<file path="config.mk">
export PLATFORM = sky130hd
export DESIGN_NAME = gs_upscale_rgb
export DESIGN_NICKNAME = d
export VERILOG_FILES = /design/src/rtl/gs_upscale_rgb_pkg.sv /design/src/rtl/gs_line_buf.sv /design/src/rtl/gs_upscale_rgb.sv
export SDC_FILE = /design/constraint.sdc
export NUM_CORES = 2
export LEC_CHECK = 0
export CAP_MARGIN = 5
export CORE_ASPECT_RATIO = 0.7
export CORE_MARGIN = 4
export CORE_UTILIZATION = 57
export DETAILED_ROUTE_END_ITERATION = 6
export HOLD_SLACK_MARGIN = 0.03
export MAX_ROUTING_LAYER = met4
export PLACE_DENSITY = 0.79
export SKIP_LAST_GASP = 1
export SLEW_MARGIN = 20
export SYNTH_ARGS = -nofsm -noshare
export SYNTH_HDL_FRONTEND = slang
export SYNTH_SLANG_ARGS = --single-unit
</file>
<file path="constraint.sdc">
create_clock -name clk -period 3.7 [get_ports clk]
set_clock_uncertainty 0.1 [all_clocks]
set_input_delay 1.11 -clock clk [delete_from_list [all_inputs] [get_ports clk]]
set_output_delay 1.11 -clock clk [all_outputs]
set_load 0.005 [all_outputs]
</file>
<file path="src/rtl/gs_upscale_rgb_pkg.sv">
// Shared types and constants for the greyscale-to-RGB 2x upscaler.
package gs_upscale_rgb_pkg;

  localparam int unsigned PIX_W = 12;

  typedef enum logic [1:0] {
    IDLE = 2'd0,
    EVEN = 2'd1,
    ODD  = 2'd2
  } state_e;

endpackage

</file>
<file path="src/rtl/gs_line_buf.sv">
// Single-line pixel store: one write port, one registered read port, no reset on storage.
module gs_line_buf #(
  parameter int unsigned DEPTH  = 320,
  parameter int unsigned ADDR_W = 9,
  parameter int unsigned DATA_W = 12
) (
  input  logic              clk,
  input  logic              i_wr_en,
  input  logic [ADDR_W-1:0] i_wr_addr,
  input  logic [DATA_W-1:0] i_wr_data,
  input  logic              i_rd_en,
  input  logic [ADDR_W-1:0] i_rd_addr,
  output logic [DATA_W-1:0] o_rd_data
);

  logic [DATA_W-1:0] r_mem [DEPTH];
  logic [DATA_W-1:0] r_rd_data;

  always_ff @(posedge clk) begin
    if (i_wr_en) begin
      r_mem[i_wr_addr] <= i_wr_data;
    end
  end

  always_ff @(posedge clk) begin
    if (i_rd_en) begin
      r_rd_data <= r_mem[i_rd_addr];
    end
  end

  assign o_rd_data = r_rd_data;

endmodule

</file>
<file path="src/rtl/gs_upscale_rgb.sv">
// Greyscale stream to RGB stream, each input pixel replicated into a 2x2 output block.
// Even output rows pass input through (and fill the line buffer); odd rows replay the buffer.
module gs_upscale_rgb
  import gs_upscale_rgb_pkg::*;
#(
  parameter int unsigned IN_WIDTH  = 320,
  parameter int unsigned IN_HEIGHT = 240
) (
  input  logic             clk,
  input  logic             rst_n,
  input  logic             in_valid,
  output logic             in_ready,
  input  logic [PIX_W-1:0] in_data,
  input  logic             in_sof,
  output logic             out_valid,
  input  logic             out_ready,
  output logic [PIX_W-1:0] out_r,
  output logic [PIX_W-1:0] out_g,
  output logic [PIX_W-1:0] out_b,
  output logic             out_sof,
  output logic             out_eol,
  output logic             sync_err
);

  localparam int unsigned COL_W  = (IN_WIDTH > 1) ? $clog2(IN_WIDTH) : 1;
  localparam int unsigned LINE_W = (IN_HEIGHT > 1) ? $clog2(IN_HEIGHT) : 1;
  localparam logic [COL_W-1:0]  LAST_COL  = COL_W'(IN_WIDTH - 1);
  localparam logic [LINE_W-1:0] LAST_LINE = LINE_W'(IN_HEIGHT - 1);

  state_e            r_state;
  state_e            w_state_nxt;
  logic [COL_W-1:0]  r_col;      // next column to write (EVEN) or read (ODD)
  logic [LINE_W-1:0] r_line;
  logic [COL_W-1:0]  r_out_col;  // column of the pixel currently offered
  logic [PIX_W-1:0]  r_pix;
  logic              r_valid;
  logic              r_copy;
  logic              r_first;
  logic              r_sync_err;
  logic              r_run;

  logic              w_out_fire;
  logic              w_copy1_fire;
  logic              w_held_last;
  logic              w_in_fire;
  logic              w_load;
  logic              w_rd_en;
  logic              w_resync;
  logic              w_wr_en;
  logic [COL_W-1:0]  w_wr_col;
  logic [PIX_W-1:0]  w_rd_data;
  logic [PIX_W-1:0]  w_pix;

  assign w_out_fire   = r_valid && out_ready;
  assign w_copy1_fire = w_out_fire && r_copy;
  assign w_held_last  = r_valid && (r_out_col == LAST_COL);

  always_comb begin
    w_state_nxt = r_state;
    in_ready    = 1'b0;
    w_load      = 1'b0;
    w_rd_en     = 1'b0;
    unique case (r_state)
      IDLE: begin
        in_ready = r_run;
        if (in_valid && r_run && in_sof) begin
          w_load      = 1'b1;
          w_state_nxt = EVEN;
        end
      end
      EVEN: begin
        // Accept in the same cycle the held pixel's second copy leaves: no bubble.
        in_ready = (!r_valid || w_copy1_fire) && !w_held_last;
        if (in_valid && in_ready) begin
          w_load = 1'b1;
        end else if (w_copy1_fire && w_held_last) begin
          w_rd_en     = 1'b1;
          w_state_nxt = ODD;
        end
      end
      ODD: begin
        if (w_copy1_fire) begin
          if (w_held_last) begin
            w_state_nxt = (r_line == LAST_LINE) ? IDLE : EVEN;
          end else begin
            w_rd_en = 1'b1;
          end
        end
      end
      default: w_state_nxt = IDLE;
    endcase
  end

  assign w_in_fire = in_valid && in_ready;
  assign w_wr_col  = in_sof ? '0 : r_col;
  assign w_wr_en   = w_load;
  assign w_resync  = (r_state == EVEN) && w_in_fire && in_sof &&
                     ((r_col != '0) || (r_line != '0));

  always_ff @(posedge clk or negedge rst_n) begin
    if (!rst_n) begin
      r_state <= IDLE;
    end else begin
      r_state <= w_state_nxt;
    end
  end

  always_ff @(posedge clk or negedge rst_n) begin
    if (!rst_n) begin
      r_col      <= '0;
      r_line     <= '0;
      r_out_col  <= '0;
      r_pix      <= '0;
      r_valid    <= 1'b0;
      r_copy     <= 1'b0;
      r_first    <= 1'b0;
      r_sync_err <= 1'b0;
      r_run      <= 1'b0;
    end else begin
      r_run      <= 1'b1;
      r_sync_err <= w_resync;
      if (w_load) begin
        r_pix     <= in_data;
        r_valid   <= 1'b1;
        r_copy    <= 1'b0;
        r_first   <= in_sof;
        r_out_col <= w_wr_col;
        r_col     <= (w_wr_col == LAST_COL) ? '0 : w_wr_col + 1'b1;
        if (in_sof) begin
          r_line <= '0;
        end
      end else if (w_rd_en) begin
        r_valid   <= 1'b1;
        r_copy    <= 1'b0;
        r_first   <= 1'b0;
        r_out_col <= r_col;
        r_col     <= (r_col == LAST_COL) ? '0 : r_col + 1'b1;
      end else if (w_copy1_fire) begin
        r_valid <= 1'b0;
        r_copy  <= 1'b0;
        if (r_state == ODD) begin
          r_line <= (r_line == LAST_LINE) ? '0 : r_line + 1'b1;
        end
      end else if (w_out_fire) begin
        r_copy <= 1'b1;
      end
    end
  end

  gs_line_buf #(
    .DEPTH  (IN_WIDTH),
    .ADDR_W (COL_W),
    .DATA_W (PIX_W)
  ) u_line_buf (
    .clk       (clk),
    .i_wr_en   (w_wr_en),
    .i_wr_addr (w_wr_col),
    .i_wr_data (in_data),
    .i_rd_en   (w_rd_en),
    .i_rd_addr (r_col),
    .o_rd_data (w_rd_data)
  );

  // Odd rows stream straight from the buffer's registered read port.
  assign w_pix     = (r_state == ODD) ? w_rd_data : r_pix;
  assign out_valid = r_valid;
  assign out_r     = w_pix;
  assign out_g     = w_pix;
  assign out_b     = w_pix;
  assign out_sof   = r_valid && r_first && !r_copy;
  assign out_eol   = r_valid && r_copy && (r_out_col == LAST_COL);
  assign sync_err  = r_sync_err;

endmodule

</file>
==> summary.md <==
| Metric | Value |
|---|---|
| Top-Level Pins | 58 |
| Path type of the worst setup path | flop to flop |
| Total instance count after detailed placement | around 11,000 |
| Data arrival time of the critical path | 4.33 ns |
| Full die area | 273,000 µm² |
| CTS sink count | 3,897 |
| Clk pwr share | 0.282 |
| Internal power contribution | roughly 86 mW |
| Worst-margin pin slew | ~1.3 ns |
| Depth of the worst register-to-register path | 10 |
| Sequential Power Share | 0.389 |
| Distinct cell type count of the synthesized netlist | 81 |
| Setup-failing EPs final | 9 |
| Final cell count without fillers | approximately 12,000 |
| Net count after synthesis | 6,943 |
| Standard cell core area | about 260,000 µm² |
| Sequential area share after synthesis | 0.774 |
| Max-cap check violation count | 0 |
| Global-route wire length before repair | between 600,000 and 700,000 µm |
| Top post-synthesis cells by count | sky130_fd_sc_hd__edfxtp_1, sky130_fd_sc_hd__mux4_2, sky130_fd_sc_hd__nor2_1 |
| First-pass detailed-route iteration total | 7 |
| Worst slew slack as a fraction of its limit | 0.159 |
| Starting density of the core | 0.575 |
| Layout cells sized above 1 | 0.334 |
| CTS HTree Levels | 5 |
| Biggest fanout along the worst timing path | 21 |
| Power Dens Cells | roughly 700 nW/µm² |
| GR Util All Layers | 0.352 |
| Number of hold buffers added after cts | 0 |
| Synthesized cell area | approximately 150,000 µm² |
| Clk Latency, worst-skew pair | 0.89 ns |
| CTS clk-pin slew, worst paths | approximately 0.070 ns |
| Number of remaining DRC errors | 48 |
| Synth Area per Inst | around 22 µm² |
| Worst Setup Start Kind | flop |
| Violated checks | DRC, setup timing |
| Height of the chip | approximately 440 µm |
| Total power draw | approximately 130 mW |
| Detailed-placement wirelength estimate | between 200,000 and 300,000 µm |
| Fraction of synthesized cell area taken by the top area cell type | 0.766 |
| Max-slew violation count | 0 |
| Net Sw Power | a little over 40 mW |
| Outcome | finished with violations |
| Area growth from synthesis to layout | 16.9% |
| Synthesis Warnings | 0 |
| Die width | 623 µm |
| Critical path data required time | 4.25 ns |
| Avg WL per Cell | slightly below 40 µm |
| Total congestion overflow | 0 |
| Count of buffers inserted at the top-level ports | 57 |
| Clock tree from TritonCTS | built |
| Cell count after synthesis | 6,914 |
| Cell chosen for the clock root | sky130_fd_sc_hd__clkbuf_16 |
| Via count of the first global-routing pass | 82,900 |
| PnR worst setup slack | -0.0825 ns |
| Placed inst area | between 150,000 and 200,000 µm² |
| Number of buffers created by CTS | 340 |
| Fraction of registers with async set/reset | 0.0115 |
| Worst min path class | primary input to async pin |
| Synth area leader | sky130_fd_sc_hd__edfxtp_1 |
| Final Wtd Congestion | a little over 1 |
| Initial detailed-routing violation count | 17,700 |
| Routed wire length | about 470,000 µm |
| Combinational group share of total power | 0.329 |
| Final critical path time including I/O delays and setup | 3.78 ns |
| Leading register cell type out of synthesis | sky130_fd_sc_hd__edfxtp_1 |
| Number of antenna violations at the first check in global routing | 48 |
| Drt via density | between 7 and 8 |
| Via count of the routed design | 85,200 |
| Highest attainable clock frequency | approximately 0.26 GHz |
| Largest net degree at the start of global routing | about 110 |
| DRT antenna net count | 0 |
| RSZ-0062 raised after global routing | yes |
| Final net count | slightly above 8,000 |
| Kind of capture point of the worst setup path | flop |
| Post-route cell area | approximately 180,000 µm² |
| Cells taking the most area after synthesis | sky130_fd_sc_hd__edfxtp_1, sky130_fd_sc_hd__mux4_2, sky130_fd_sc_hd__mux2i_1, sky130_fd_sc_hd__nor2_1, sky130_fd_sc_hd__dfrtp_1 |
| Clock buffer depth | 4 |
| Maximum resistive drop on vdd | between 0.5 and 0.6 mV |
| Leak pwr | 57.8 nW |
| Number of synthesized register bits | about 3,900 |
| Switch share | 0.320 |
| Core Rows | 157 |
| Hold violation count in the final report | 0 |
| Most repeated cell in the gate-level netlist after synthesis | sky130_fd_sc_hd__edfxtp_1 |
| Final period utilization | 1.02 |
| EDFF count, synth | 3,852 |
==> flip-flops by register name, summed over array words and instances (netlist names) <==
signal,count
out_valid,1
u_line_buf.o_rd_data,12
u_line_buf.r_mem,3840
r_out_col,9
sync_err,1
r_col,9
r_run,1
r_pix,12
r_copy,1
r_first,1
r_state,2
r_line,8
==> cell usage in the layout (no fill, tap or decap), drive strengths merged, types with 34 or more instances in the layout <==
cell and count:
o22ai 34, dlygate4sd2 37, nand3 64, a22oi 114
edfxtp 3852, o21ai 48, a21oi 90, diode 52
dfrtp 45, mux2i 159, nor2 395, clkbuf 423
mux4 1007, buf 1183, nand2 297, clkinv 134
==> logic make-up after synthesis <==
logic type / after synthesis / synth area share
flops: 3897 / 0.774
mux: 1186 / 0.162
simple gates: 884 / 0.0246
compound gates: 478 / 0.0224
buf+inv: 452 / 0.0160
fa+ha+maj: 12 / 0.000994
xor+xnor: 4 / 0.000232
other cells: 1 / 0.0000248
==> per-stage QoR <==
step | utilization | hold slack, ns | TNS [ns] | setup WS [ns]
3_5_place_dp | 0.628 | 0.367 | -483.33 | -0.602
4_1_cts | 0.670 | 0.228 | -0.101 | -0.101
5_1_grt | 0.672 | 0.292 | -0.122 | -0.0183
6_report | 0.672 | 0.247 | -0.290 | -0.0825
3_3_place_gp | 0.628 | 0.352 | -476.37 | -0.550
2_1_floorplan | - | 0.339 | 0 | 0.0243
==> layout make-up <==
class / count / area, µm²
Timing Repair Buffer: 1230 / 12100
Clock buffer: 421 / 9010
Multi-Input combinational cell: 2565 / 32300
Sequential cell: 3897 / 117000
Tap cell: 3498 / 4380
Antenna cell: 52 / 130
Inverter: 18 / 77.6
Fill cell: 15400 / 86100
Clock inverter: 181 / 1770
==> timing repair <==
item,CTS,global route
setup endpoints to repair,50,22
gates cloned,1,2
setup buffers,5,24
pin swaps,3,4
gates resized for setup,85,49
hold endpoints to repair,0,0
==> power by group through the flow <==
stage / Clock (mW) / Sequential, mW / Combinational (mW)
after floorplan: 0 / 49.8 / 21.0
after global placement: 0 / 50.0 / 37.9
after detailed placement: 0 / 50.0 / 38.5
after CTS: 35.6 / 49.0 / 39.4
after global routing: 37.7 / 49.0 / 41.9
final: 35.6 / 49.0 / 41.5
==> critical path, cell delays in order (launching register included) <==
cell and delay, ns:
sky130_fd_sc_hd__dfrtp_4 0.54, sky130_fd_sc_hd__buf_4 0.30, sky130_fd_sc_hd__buf_12 0.26, sky130_fd_sc_hd__clkinv_1 0.18, sky130_fd_sc_hd__nand2_1 0.58, sky130_fd_sc_hd__buf_4 0.26, sky130_fd_sc_hd__o221ai_1 0.14, sky130_fd_sc_hd__a21oi_1 0.16
sky130_fd_sc_hd__a211o_1 0.35, sky130_fd_sc_hd__o221ai_1 0.30, sky130_fd_sc_hd__o32a_1 0.35
==> layer usage <==
layer	track usage	wire length [µm]	vias to the layer above
met2	0.485	207000	9007
met1	0.470	156000	43500
met3	0.145	83100	1404
met5	-	0	-
met4	0.145	24600	0
li1	-	-	31300
==> path summary, 6_finish.rpt <==
check	slack, ns	to	start
max	-0.08	u_line_buf.o_rd_data[7]	r_col[0]
min	0.25	r_pix[0]	rst_n
max reg2reg	-0.08	u_line_buf.o_rd_data[7]	r_col[0]
min reg2reg	0.38	r_pix[1]	r_pix[1]
max in group asynchronous	2.47	r_col[1]	rst_n
min in group clk	0.38	r_pix[1]	r_pix[1]
Power figures use the tool's default switching activity.
